## src/rtl/mem_access_unit.sv

```systemverilog
// MEM-stage data-memory controller: turns loads/stores into one handshaked
// word-bus transaction, stalls upstream while it is in flight and hands the
// MEM/WB register the ALU result, formatted load data and WB controls.
module mem_access_unit #(
  parameter int TIMEOUT = 16,
  parameter int CNT_W   = 5
) (
  input  logic        clk,
  input  logic        rst,
  input  logic        mem_read,
  input  logic        mem_write,
  input  logic [1:0]  mem_size,
  input  logic        mem_signed,
  input  logic [31:0] alu_result,
  input  logic [31:0] store_data,
  input  logic [1:0]  ctrl_wb_in,
  input  logic [4:0]  reg_dst_in,
  output logic [31:0] alu_result_out,
  output logic [31:0] mem_data_out,
  output logic [1:0]  ctrl_wb_out,
  output logic [4:0]  reg_dst_out,
  output logic        stall,
  output logic        mem_fault,
  output logic        dmem_req,
  output logic        dmem_we,
  output logic [31:0] dmem_addr,
  output logic [31:0] dmem_wdata,
  output logic [3:0]  dmem_be,
  input  logic [31:0] dmem_rdata,
  input  logic        dmem_ack
);

  typedef enum logic [1:0] {IDLE, BUSY, DONE} state_t;

  state_t            state, state_nxt;
  logic [CNT_W-1:0]  cnt;
  logic              fault_flag;
  logic [31:0]       load_reg;
  logic              is_mem, illegal, legal, timeout_hit;
  logic [3:0]        be_calc;
  logic [31:0]       wdata_calc, shifted, load_fmt;

  assign alu_result_out = alu_result;
  assign reg_dst_out    = reg_dst_in;
  assign mem_data_out   = load_reg;
  assign timeout_hit    = (cnt == CNT_W'(TIMEOUT - 1));

  // Decode legality, byte enables, lane-replicated store data and load formatting.
  // Inputs are held stable while stalled, so the live address/size drive the
  // load formatter during BUSY as well.
  always_comb begin
    is_mem  = mem_read | mem_write;
    illegal = is_mem && ((mem_read && mem_write) || (mem_size == 2'b11) ||
                         (mem_size == 2'b01 && alu_result[0]) ||
                         (mem_size == 2'b10 && alu_result[1:0] != 2'b00));
    legal   = is_mem && !illegal;
    be_calc    = 4'b0000;
    wdata_calc = store_data;
    case (mem_size)
      2'b00: begin
        be_calc    = 4'b0001 << alu_result[1:0];
        wdata_calc = {4{store_data[7:0]}};
      end
      2'b01: begin
        be_calc    = 4'b0011 << {alu_result[1], 1'b0};
        wdata_calc = {2{store_data[15:0]}};
      end
      2'b10:   be_calc = 4'b1111;
      default: be_calc = 4'b0000;
    endcase
    // a half access is aligned, so {addr[1:0],3'b0} is also the half-lane shift
    shifted = dmem_rdata >> {alu_result[1:0], 3'b000};
    case (mem_size)
      2'b00:   load_fmt = {{24{mem_signed & shifted[7]}},  shifted[7:0]};
      2'b01:   load_fmt = {{16{mem_signed & shifted[15]}}, shifted[15:0]};
      default: load_fmt = dmem_rdata;
    endcase
  end

  // FSM state register.
  always_ff @(posedge clk) begin
    if (rst) state <= IDLE;
    else     state <= state_nxt;
  end

  // Next state, stall, WB-control gating and fault pulse.
  always_comb begin
    state_nxt   = state;
    stall       = 1'b0;
    ctrl_wb_out = ctrl_wb_in;
    mem_fault   = 1'b0;
    case (state)
      IDLE: begin
        if (illegal) begin
          ctrl_wb_out = 2'b00;
          mem_fault   = 1'b1;
        end else if (legal) begin
          stall       = 1'b1;
          ctrl_wb_out = 2'b00;
          state_nxt   = BUSY;
        end
      end
      BUSY: begin
        stall       = 1'b1;
        ctrl_wb_out = 2'b00;
        if (dmem_ack || timeout_hit) state_nxt = DONE;
      end
      DONE: begin
        ctrl_wb_out = fault_flag ? 2'b00 : ctrl_wb_in;
        mem_fault   = fault_flag;
        state_nxt   = IDLE;
      end
      default: state_nxt = IDLE;
    endcase
  end

  // Bus request registers, timeout counter, fault flag and load register.
  // An ack on the timeout cycle wins over the abort.
  always_ff @(posedge clk) begin
    if (rst) begin
      dmem_req   <= 1'b0;
      dmem_we    <= 1'b0;
      dmem_addr  <= '0;
      dmem_wdata <= '0;
      dmem_be    <= '0;
      load_reg   <= '0;
      cnt        <= '0;
      fault_flag <= 1'b0;
    end else begin
      case (state)
        IDLE: begin
          if (legal) begin
            dmem_req   <= 1'b1;
            dmem_we    <= mem_write;
            dmem_addr  <= {alu_result[31:2], 2'b00};
            dmem_wdata <= wdata_calc;
            dmem_be    <= be_calc;
            cnt        <= '0;
            fault_flag <= 1'b0;
          end
        end
        BUSY: begin
          if (dmem_ack) begin
            dmem_req <= 1'b0;
            if (!dmem_we) load_reg <= load_fmt;
          end else begin
            cnt <= cnt + CNT_W'(1);
            if (timeout_hit) begin
              dmem_req   <= 1'b0;
              fault_flag <= 1'b1;
            end
          end
        end
        default: ;
      endcase
    end
  end

endmodule

```

## config.mk

```make
export PLATFORM = sky130hd
export DESIGN_NAME = mem_access_unit
export DESIGN_NICKNAME = d
export VERILOG_FILES = /design/src/rtl/mem_access_unit.sv
export SDC_FILE = /design/constraint.sdc
export NUM_CORES = 1
export LEC_CHECK = 0
export CORE_ASPECT_RATIO = 0.7
export CORE_UTILIZATION = 38
export CTS_CLUSTER_DIAMETER = 60
export DETAILED_ROUTE_END_ITERATION = 12
export PLACE_DENSITY = 0.77
export REMOVE_ABC_BUFFERS = 1
export SETUP_SLACK_MARGIN = 0.15
export SLEW_MARGIN = 30
export SYNTH_ARGS = -nofsm -noshare
export SYNTH_HDL_FRONTEND = slang
export SYNTH_SLANG_ARGS = --single-unit
```

## constraint.sdc

```tcl
create_clock -name clk -period 1.5 [get_ports clk]
set_clock_uncertainty 0.05 [all_clocks]
set_input_delay 0.225 -clock clk [delete_from_list [all_inputs] [get_ports clk]]
set_output_delay 0.225 -clock clk [all_outputs]
set_load 0.1 [all_outputs]
```

==> results.cfg <==
[yosys]
synth_top_area_share_pct = 39.1
synth_simple_gate_area_share_pct = 13.6
yosys-mux-area-fraction_pct = 4.95
syn_inst = 660
ys_seq_area_share_pct = 39.1
synth_area_leaders = dfxtp_1, a21oi_1, o21ai_0, buf_4, mux2i_1
synth_cell_types = 56
synth_compound_area_share_pct = 29.2
async_reset_ff_share_pct = 0
synth_top_cell_by_area = dfxtp_1
syn_avg_cell_area_um2 = 8.38
synth_fa_ha_area_share_pct = 0.452
synth_xor_area_share_pct = 0.475
synth_top_family_by_area = compound AO/OA/AOI/OAI gates
synth.ff_latch_count = 108
yosys_warnings = 0
synthesis.area_mm2 = 0.00553
synth-edff-count = 0
ys.flop_type = dfxtp_1

[global_routing]
grt_antenna_before_repair = 0
grt_max_degree = 69
grt_usage_pct = 28.1
gr-total-overflow = 0
grt_pass1_wl_mm = 33.3
grt_pass1_vias = 6222

[die]
die_w_um = 146
core-area_mm2 = 0.0141
dieArea_mm2 = 0.0151
ios = 254
fp-row-count = 36
die_h_um = 103
start_util_pct = 39.4

[clock_network]
clk_path_buf_depth = 2
cts_tree = yes
cts.sinks = 108
clk_latency_ps = 340
tritoncts.num_buffers = 9
path_clk_slew_ps = 80
cts_htree_levels = 3
cts-root-buf = clkbuf_16

[sta]
fin_hold_ws_ps = 159
post-route-min-period_ps = 1750
slew_violations = 0
rsz0062_at_grt = yes
setup_slack_ps = -246
fmax_mhz = 573
setup_viol = 80
setup_tns_ps = -4920
fin_crit_sh_pct = 116
finalHoldViolCount = 0

[worst_setup_path]
rrSetupSlack_ps = -250
worst_r2r_path_depth = 7
r2r-end = mem_data_out[31]$_SDFFE_PP0P_
critPathRequiredTime_ps = 1680
worstSetupEndpointType = register
worstSetupPathType = register to register
critPathMaxFanout = 6
worstReg2RegStart = state[0]$_SDFFE_PP0P_
startpoint_type = register
cp.arrival_ps = 1930

[power_and_ir_drop]
p_switching_mw = 4.71
p_leak_nw = 4.43
clockPowerShare_pct = 21.0
p_int_mw = 6.38
seqPwrFrac_pct = 29.7
vdd.ir_drop.worst_v = 0.000745
comb_power_share_pct = 49.3
switching_share_pct = 42.5
power_density_mw_per_mm2 = 935

[route]
drt-wirelength-per-cell_um = 23.9
first_pass_iters = 7
routed_via_density = 5.91
ant_nets = 0
vias = 6668
drt_iter0_drc = 521
routed_wl_mm = 27.0
remaining_drc_errors = 0

[placed_design]
dp_cells = 1063
dp_hpwl_mm = 14.3
port_buffers = 241
gp_congestion = 0.919

[final_layout]
fillerInstances = 730
layout_common_cells = buf_12, dfxtp_1, clkdlybuf4s50_1, buf_4, nand2_1
mostFrequentLayoutCell = buf_12
fin_util_pct = 84.4
syn2layout_area_growth_pct = 114
n_antenna_cell = 0
stdcell_count = 1129
nets = 1048
multi_input_area_mm2 = 0.00380
ff_latch_area_mm2 = 0.00217
drive_gt1_share_pct = 50.9

[status]
violations = negative setup slack
outcome = finished, violations left

[hold_path]
min_path_type = input pin to register
min_path_cells = 2
hold_path_end = state[1]$_SDFFE_PP0P_
holdCritStartpoint = rst

[run]
maxCapViolations = 0
cells in the mapped netlist (7+ instances only):
cell type / n
nand3_1: 48
clkbuf_1: 28
buf_2: 17
nand2_1: 55
a21oi_1: 80
o21ai_0: 72
a211oi_1: 14
dfxtp_1: 108
buf_4: 48
nor2_1: 37
mux2i_1: 26
a311oi_2: 10
o2bb2ai_1: 7
inv_1: 7
a311oi_1: 19
buf_6: 7
layer usage:
layer | vias up | wire (µm) | track usage (%)
met1 | 3245 | 10400 | 35.3
met2 | 423 | 13300 | 47.4
met4 | 0 | 923 | 8.01
met3 | 81 | 2390 | 7.96
met5 | - | 0 | 0
li1 | 2919 | - | -
power groups by stage:
stage          clock (mW)  combinational, mW  sequential (mW)
2_1_floorplan           0              0.737             4.50
3_3_place_gp            0               4.26             3.31
3_5_place_dp            0               4.30             3.31
4_1_cts              2.30               4.63             3.25
5_1_grt              2.46               5.59             3.31
6_report             2.33               5.46             3.29
cell families (layout without fill, tap and decap cells):
| family | after synthesis | in the layout |
|---|---|---|
| xor+xnor | 3 | 3 |
| compound gates | 244 | 244 |
| simple gates | 164 | 164 |
| buf+inv | 111 | 389 |
| fa+ha+maj | 2 | 2 |
| flops | 108 | 108 |
| other cells | 1 | 2 |
| mux | 27 | 27 |
metrics by stage:
step / setup WS [ps] / power, mW / instance area (µm²)
after global routing: -244 / 11.4 / 11900
after detailed placement: -686 / 7.61 / 9570
after floorplan: -1960 / 5.24 / 4900
after global placement: -623 / 7.56 / 9570
after CTS: -122 / 10.2 / 10600
final: -246 / 11.1 / 11900
final cells by class:
| class | instances | area share (%) |
|---|---|---|
| Timing Repair Buffer | 366 | 45.1 |
| Multi-Input combinational cell | 442 | 32.0 |
| Sequential cell | 108 | 18.3 |
| Tap cell | 190 | 2.00 |
| Clock buffer | 9 | 1.90 |
| Clock inverter | 6 | 0.401 |
| Inverter | 8 | 0.253 |
state kept, by name, indices dropped and copies added (netlist names):
register and flops:
dmem_wdata 32, dmem_addr 30, dmem_req 1, dmem_be 4
dmem_we 1, cnt 5, fault_flag 1, mem_data_out 32
state 2
how the worst max path moves through the flow:
stage | start | endpoint | slack, ps | cells past startpoint
2_1_floorplan | alu_result[0] | stall | -1960 | 4
3_3_place_gp | alu_result[1] | mem_data_out[9]$_SDFFE_PP0P_ | -620 | 6
3_5_place_dp | alu_result[1] | mem_data_out[9]$_SDFFE_PP0P_ | -690 | 6
4_1_cts | state[0]$_SDFFE_PP0P_ | ctrl_wb_out[1] | -120 | 4
5_1_grt | state[0]$_SDFFE_PP0P_ | mem_data_out[31]$_SDFFE_PP0P_ | -240 | 7
6_report | state[0]$_SDFFE_PP0P_ | mem_data_out[31]$_SDFFE_PP0P_ | -250 | 7
repair_timing:
action | 4_1_cts | 5_1_grt
pin swaps | 28 | 88
hold buffers | 0 | 0
setup endpoints to repair | 114 | 112
buffers inserted | 21 | 13
resized for setup | 87 | 254
cloned | 8 | 9
critical path: stages (launching register included):
cell	delay [ps]
dfxtp_4	410
buf_6	120
and4bb_4	350
buf_12	150
buf_6	100
buf_8	110
nor2_2	40
a311oi_2	300
(Power assumes the default switching activity.)
